--- src/rtl/mips_pkg.sv ---
// Shared definitions for the MIPS memory-port arbiter: FSM state and grant
// encodings, default bus widths, the timeout fill pattern and the arbitration
// helper used by mem_port_arbiter.
package mips_pkg;

  localparam int ADDR_W_DEF = 32;
  localparam int DATA_W_DEF = 32;

  // Pattern returned to a requester whose access was aborted by the timeout.
  localparam logic [31:0] DEAD_BEEF = 32'hDEAD_BEEF;

  typedef enum logic [1:0] {
    IDLE = 2'd0,
    BUSY = 2'd1,
    RESP = 2'd2
  } arb_state_e;

  typedef enum logic {
    GNT_IF = 1'b0,
    GNT_DM = 1'b1
  } grant_e;

  // Data side wins a tie unless it also won the previous access, so a
  // back-to-back load/store stream cannot lock fetch out.
  function automatic grant_e pick_grant(input logic if_req,
                                        input logic dm_req,
                                        input grant_e last_grant);
    if (dm_req && if_req) begin
      return (last_grant == GNT_DM) ? GNT_IF : GNT_DM;
    end else if (dm_req) begin
      return GNT_DM;
    end else begin
      return GNT_IF;
    end
  endfunction

endpackage

--- src/rtl/mem_port_arbiter.sv ---
// Shares one single-port, variable-latency memory between instruction fetch
// (IF) and data memory (DM). One access is in flight at a time; each access
// runs IDLE -> BUSY -> RESP, and the waiting stage sees its stall asserted
// until its one-cycle valid pulse.
//
// Optional build macro MEM_ARB_TIMEOUT_EN: adds the TIMEOUT_CYC parameter and
// the arb_err output. A BUSY phase lasting TIMEOUT_CYC cycles without mem_ack
// is aborted and the requester receives DEAD_BEEF with arb_err set.
module mem_port_arbiter
  import mips_pkg::*;
#(
  parameter int ADDR_W = ADDR_W_DEF,
  parameter int DATA_W = DATA_W_DEF
`ifdef MEM_ARB_TIMEOUT_EN
  ,
  parameter int TIMEOUT_CYC = 255
`endif
) (
  input  logic              clk,
  input  logic              rst,

  input  logic              if_req,
  input  logic [ADDR_W-1:0] if_addr,
  output logic [DATA_W-1:0] if_rdata,
  output logic              if_valid,
  output logic              if_stall,

  input  logic              dm_req,
  input  logic              dm_we,
  input  logic [ADDR_W-1:0] dm_addr,
  input  logic [DATA_W-1:0] dm_wdata,
  output logic [DATA_W-1:0] dm_rdata,
  output logic              dm_valid,
  output logic              dm_stall,

  output logic              mem_req,
  output logic              mem_we,
  output logic [ADDR_W-1:0] mem_addr,
  output logic [DATA_W-1:0] mem_wdata,
  input  logic [DATA_W-1:0] mem_rdata,
  input  logic              mem_ack
`ifdef MEM_ARB_TIMEOUT_EN
  ,
  output logic              arb_err
`endif
);

  arb_state_e state;
  grant_e     grant;
  grant_e     last_grant;
  grant_e     next_grant;

  assign next_grant = pick_grant(if_req, dm_req, last_grant);

  // NOTE: stalls are plain continuous assigns of registered valids, so they
  // are combinational by construction and can never infer a latch.
  assign if_stall = if_req & ~if_valid;
  assign dm_stall = dm_req & ~dm_valid;

`ifdef MEM_ARB_TIMEOUT_EN
  // Counter holds the number of completed BUSY cycles; it is wide enough to
  // hold TIMEOUT_CYC so any legal parameter value fits.
  localparam int TO_W = (TIMEOUT_CYC > 1) ? $clog2(TIMEOUT_CYC + 1) : 1;

  logic [TO_W-1:0] to_cnt;
  logic            to_hit;

  assign to_hit = (state == BUSY) && (to_cnt == TO_W'(TIMEOUT_CYC - 1));
`endif

  // Arbitration FSM with all memory-side and requester-side outputs registered.
  // NOTE: every assignment here is non-blocking so all registers update
  // together at the edge; reset is synchronous and clears every register
  // because there is no storage array that could be left uninitialised.
  always_ff @(posedge clk) begin
    if (rst) begin
      state      <= IDLE;
      grant      <= GNT_IF;
      last_grant <= GNT_IF;
      mem_req    <= 1'b0;
      mem_we     <= 1'b0;
      mem_addr   <= '0;
      mem_wdata  <= '0;
      if_valid   <= 1'b0;
      dm_valid   <= 1'b0;
      if_rdata   <= '0;
      dm_rdata   <= '0;
`ifdef MEM_ARB_TIMEOUT_EN
      to_cnt     <= '0;
      arb_err    <= 1'b0;
`endif
    end else begin
      case (state)
        IDLE: begin
          if (if_req || dm_req) begin
            grant   <= next_grant;
            mem_req <= 1'b1;
            if (next_grant == GNT_DM) begin
              mem_we    <= dm_we;
              mem_addr  <= dm_addr;
              mem_wdata <= dm_wdata;
            end else begin
              mem_we    <= 1'b0;
              mem_addr  <= if_addr;
              mem_wdata <= '0;
            end
`ifdef MEM_ARB_TIMEOUT_EN
            to_cnt <= '0;
`endif
            state <= BUSY;
          end
        end

        BUSY: begin
          // mem_* stay untouched here, so the memory sees a stable request.
          if (mem_ack) begin
            mem_req    <= 1'b0;
            last_grant <= grant;
            state      <= RESP;
            if (grant == GNT_DM) begin
              dm_rdata <= mem_rdata;
              dm_valid <= 1'b1;
            end else begin
              if_rdata <= mem_rdata;
              if_valid <= 1'b1;
            end
          end
`ifdef MEM_ARB_TIMEOUT_EN
          else if (to_hit) begin
            mem_req    <= 1'b0;
            last_grant <= grant;
            arb_err    <= 1'b1;
            state      <= RESP;
            if (grant == GNT_DM) begin
              dm_rdata <= DATA_W'(DEAD_BEEF);
              dm_valid <= 1'b1;
            end else begin
              if_rdata <= DATA_W'(DEAD_BEEF);
              if_valid <= 1'b1;
            end
          end else begin
            to_cnt <= to_cnt + 1'b1;
          end
`endif
        end

        RESP: begin
          if_valid <= 1'b0;
          dm_valid <= 1'b0;
`ifdef MEM_ARB_TIMEOUT_EN
          arb_err  <= 1'b0;
`endif
          state    <= IDLE;
        end

        default: state <= IDLE;
      endcase
    end
  end

endmodule

--- config.mk ---
export PLATFORM = sky130hd
export DESIGN_NAME = mem_port_arbiter
export DESIGN_NICKNAME = d
export VERILOG_FILES = /design/src/rtl/mips_pkg.sv /design/src/rtl/mem_port_arbiter.sv
export SDC_FILE = /design/constraint.sdc
export NUM_CORES = 1
export LEC_CHECK = 0
export BUFFER_PORTS_ARGS = -buffer_cell sky130_fd_sc_hd__buf_2
export CAP_MARGIN = 15
export CORE_UTILIZATION = 49
export DETAILED_ROUTE_END_ITERATION = 7
export GPL_ROUTABILITY_DRIVEN = 0
export PLACE_DENSITY = 0.95
export SYNTH_ARGS = -nofsm -noshare
export SYNTH_HDL_FRONTEND = slang
export SYNTH_SLANG_ARGS = --single-unit
--- constraint.sdc ---
create_clock -name clk -period 4 [get_ports clk]
set_clock_uncertainty 0.1 [all_clocks]
set_input_delay 0.4 -clock clk [delete_from_list [all_inputs] [get_ports clk]]
set_output_delay 0.4 -clock clk [all_outputs]
set_load 0.01 [all_outputs]
==> impl_metrics.json <==
{
  "outcome": "complete, no violations",
  "hold_path_startpoint": "dm_wdata[13]",
  "postSynthAreaPerCell_um2": 9.081,
  "path_clk_slew_ps": 60,
  "syn_area_um2": 5185,
  "p_switching_w": 0.0009215,
  "cts_buffers": 17,
  "syn-instance-count": 571,
  "routedWlPerCell_um": 14.58,
  "coreArea_um2": 10280,
  "post-dp-hpwl_mm": 9.822,
  "finalCritPeriodShare": 0.5625,
  "chipHeight_um": 104.9,
  "crit_path_end_kind": "flip-flop",
  "drv_cap": 0,
  "n_antenna_cell": 0,
  "synth.distinct_cells": 28,
  "reg2reg_from": "state[1]$_SDFFE_PP0P_",
  "clk-insertion-delay-late_ps": 490,
  "rsz0062_at_grt": "no",
  "worst_hold_path_type": "input port to flip-flop",
  "dr.pass1.iters": 6,
  "area_enclosed_by_the_die_boundary_um2": 11000,
  "drive_above_1_share": 0.4136,
  "die-width_um": 104.9,
  "internal-power_w": 0.002680,
  "worstPathArrival_ps": 2480,
  "core.rowCount": 37,
  "crit_required_ps": 4230,
  "multi_input_gate_area_in_the_final_layout_um2": 2192,
  "cts.sink_count": 136,
  "power_density_nw_per_um2": 497.4,
  "crit_fanout": 37,
  "totalWireLength_mm": 14.22,
  "power_leakage_nw": 3.336,
  "number_of_antenna_violating_nets_in_the_routed_design": 0,
  "cts_max_level": 4,
  "timing_worst_slew_pin_value_ps": 936.7,
  "timing.fmax_mhz": 444.5,
  "hold_buffers": 8,
  "detail_route.drc_violations": 0,
  "synth_fp_nets": 705,
  "worstSetupPathType": "flip-flop to flip-flop",
  "initial_utilization": 0.5045,
  "maxSlewViolCount": 0,
  "synth.ff_latch_count": 136,
  "power.combinational.fraction": 0.132,
  "clockRootBuffer": "sky130_fd_sc_hd__clkbuf_8",
  "setup_tns_after_final_layout_ps": 0,
  "pin_count": 268,
  "ys.warnings.count": 0,
  "number_of_global_route_vias_before_repair": 4863,
  "setup_viol_count_final": 0,
  "grt_antenna_before_repair": 0,
  "drt-initial-drc-count": 335,
  "crit_start": "state[1]$_SDFFE_PP0P_",
  "crit_path_start_kind": "flip-flop",
  "fin_crit_ps": 2250,
  "fill_cell_total_of_the_finished_layout": 781,
  "vdd_ir_drop_max_v": 0.0002781,
  "post_cts.resized_instances": 0,
  "timing.final.hold_violations": 0,
  "area.growth.synth_to_final_pct": 39.65,
  "yosysSeqAreaShare": 0.5251,
  "grt_remaining_overflow": 0,
  "buffer_ports.inserted": 267,
  "cts.repair_timing.setup_buffer_count": 0,
  "maximum_number_of_pins_on_one_net_before_global_route_repair": 60,
  "seq_area_um2": 2723,
  "fin_util": 0.7045,
  "fin_hold_ws_ps": 31.97,
  "nets": 960,
  "pwr-share-clk": 0.455,
  "seq_power_share": 0.413,
  "grt_pass1_wl_mm": 22.52,
  "global_route.usage.total": 0.2533,
  "switching_share": 0.2559,
  "cts_tree": "built",
  "maxSlewHeadroom": 0.3755,
  "post_drt_via_cell_ratio": 5.282,
  "clock_path_buffers": 2,
  "vias": 5150
}
==> layout make-up <==
cell class	instances	share of cell area
multi-input cells	383	0.3027
well taps	136	0.02350
flip-flops and latches	136	0.3760
clock inverters	14	0.02886
repair buffers	288	0.2112
clock buffers	18	0.05772
==> registers in the layout (all words and copies together), names as in the netlist <==
register	count
dm_rdata	32
if_rdata	32
mem_addr	32
mem_wdata	32
state	2
dm_valid	1
grant	1
if_valid	1
last_grant	1
mem_req	1
mem_we	1
==> cells in the mapped netlist, drive strengths merged <==
cell type	n	area, µm²
a22o	33	289.0
nand2	195	732.0
nor2b	2	12.51
a21oi	103	519.3
nor4	1	21.27
or2	1	6.260
or3b	1	8.760
a21bo	2	20.02
clkbuf	21	78.83
nor2	5	26.27
nand2b	1	6.260
nor4bb	1	10.01
nand4bb	1	11.26
and4b	1	10.01
a311oi	32	468.0
dfxtp	136	2723
and2	1	8.760
a21boi	1	11.26
nand3b	1	7.510
buf	31	206.5
nand4b	1	8.760
==> per-stage QoR <==
step	std cells	total power, W	area, µm²	setup WS, ps
floorplan	571	0.001796	5185	2487
global placement	932	0.001965	6499	1729
detailed placement	932	0.001980	6499	1681
CTS	972	0.003623	7206	1761
global route	975	0.003741	7241	1637
finish	975	0.003601	7241	1750
==> layer usage <==
layer  up-vias  routed length [µm]  GRT usage
met1      2396                5744     0.2947
met5         -                   0          0
met3        35                 837    0.05053
met4         0                 391     0.1056
met2       239                7242     0.4522
li1       2480                   -          -
==> final timing paths <==
check,end,slack (ps),cells past startpoint
max,mem_addr[9]$_SDFFE_PP0P_,1750,3
max reg2reg,mem_addr[9]$_SDFFE_PP0P_,1750,3
min,mem_wdata[13]$_SDFFE_PP0P_,30,2
min reg2reg,if_rdata[29]$_SDFFE_PP0P_,350,2
==> cells in the final DEF (no fill, tap or decap) <==
cell type	Yosys	routed
sky130_fd_sc_hd__a311oi_2	30	30
sky130_fd_sc_hd__bufinv_16	0	4
sky130_fd_sc_hd__nand4bb_1	1	1
sky130_fd_sc_hd__clkbuf_16	0	16
sky130_fd_sc_hd__nand2b_1	1	1
sky130_fd_sc_hd__clkinv_4	0	2
sky130_fd_sc_hd__nand2_1	195	195
sky130_fd_sc_hd__a22o_1	33	33
sky130_fd_sc_hd__a21oi_1	102	102
sky130_fd_sc_hd__a21oi_2	1	1
sky130_fd_sc_hd__nand3b_1	1	1
sky130_fd_sc_hd__clkbuf_8	0	1
sky130_fd_sc_hd__a21bo_1	1	1
sky130_fd_sc_hd__clkinvlp_4	0	1
sky130_fd_sc_hd__inv_8	0	1
sky130_fd_sc_hd__buf_8	0	1
sky130_fd_sc_hd__dlygate4sd3_1	0	10
sky130_fd_sc_hd__nor4bb_4	0	1
sky130_fd_sc_hd__and2_4	1	1
sky130_fd_sc_hd__and4b_1	1	1
sky130_fd_sc_hd__nor4_4	1	1
sky130_fd_sc_hd__inv_6	0	6
sky130_fd_sc_hd__nor2_4	1	1
sky130_fd_sc_hd__dfxtp_1	136	136
sky130_fd_sc_hd__or3b_2	1	1
sky130_fd_sc_hd__nor2b_1	2	2
sky130_fd_sc_hd__nor2_1	4	4
sky130_fd_sc_hd__buf_2	21	266
sky130_fd_sc_hd__a21bo_2	1	1
sky130_fd_sc_hd__nand4b_1	1	1
sky130_fd_sc_hd__clkbuf_1	21	1
sky130_fd_sc_hd__buf_4	1	11
sky130_fd_sc_hd__a21boi_2	1	1
sky130_fd_sc_hd__a311oi_1	2	2
sky130_fd_sc_hd__or2_1	1	1
==> cells by family (layout without fill, tap and decap cells) <==
kind of cell,count (synthesis),in the layout,synth area share
flip-flops,136,136,0.5251
buffers and inverters,52,320,0.05502
AND/OR/NAND/NOR,212,212,0.1677
AO/OA/AOI/OAI,171,171,0.2522
==> power by group through the flow <==
stage,Sequential [W],Combinational (W),Clock [W]
2_1_floorplan,0.00155,0.000250,0
3_5_place_dp,0.00151,0.000466,0
4_1_cts,0.00149,0.000474,0.00166
6_report,0.00149,0.000477,0.00164
5_1_grt,0.00150,0.000517,0.00173
3_3_place_gp,0.00151,0.000454,0
==> worst max-delay path, cell delays in order, from the launching register on <==
cell and delay (ps):
sky130_fd_sc_hd__dfxtp_1 430, sky130_fd_sc_hd__nor2_4 720, sky130_fd_sc_hd__and2_4 620, sky130_fd_sc_hd__a311oi_2 200
(Power assumes the default switching activity.)
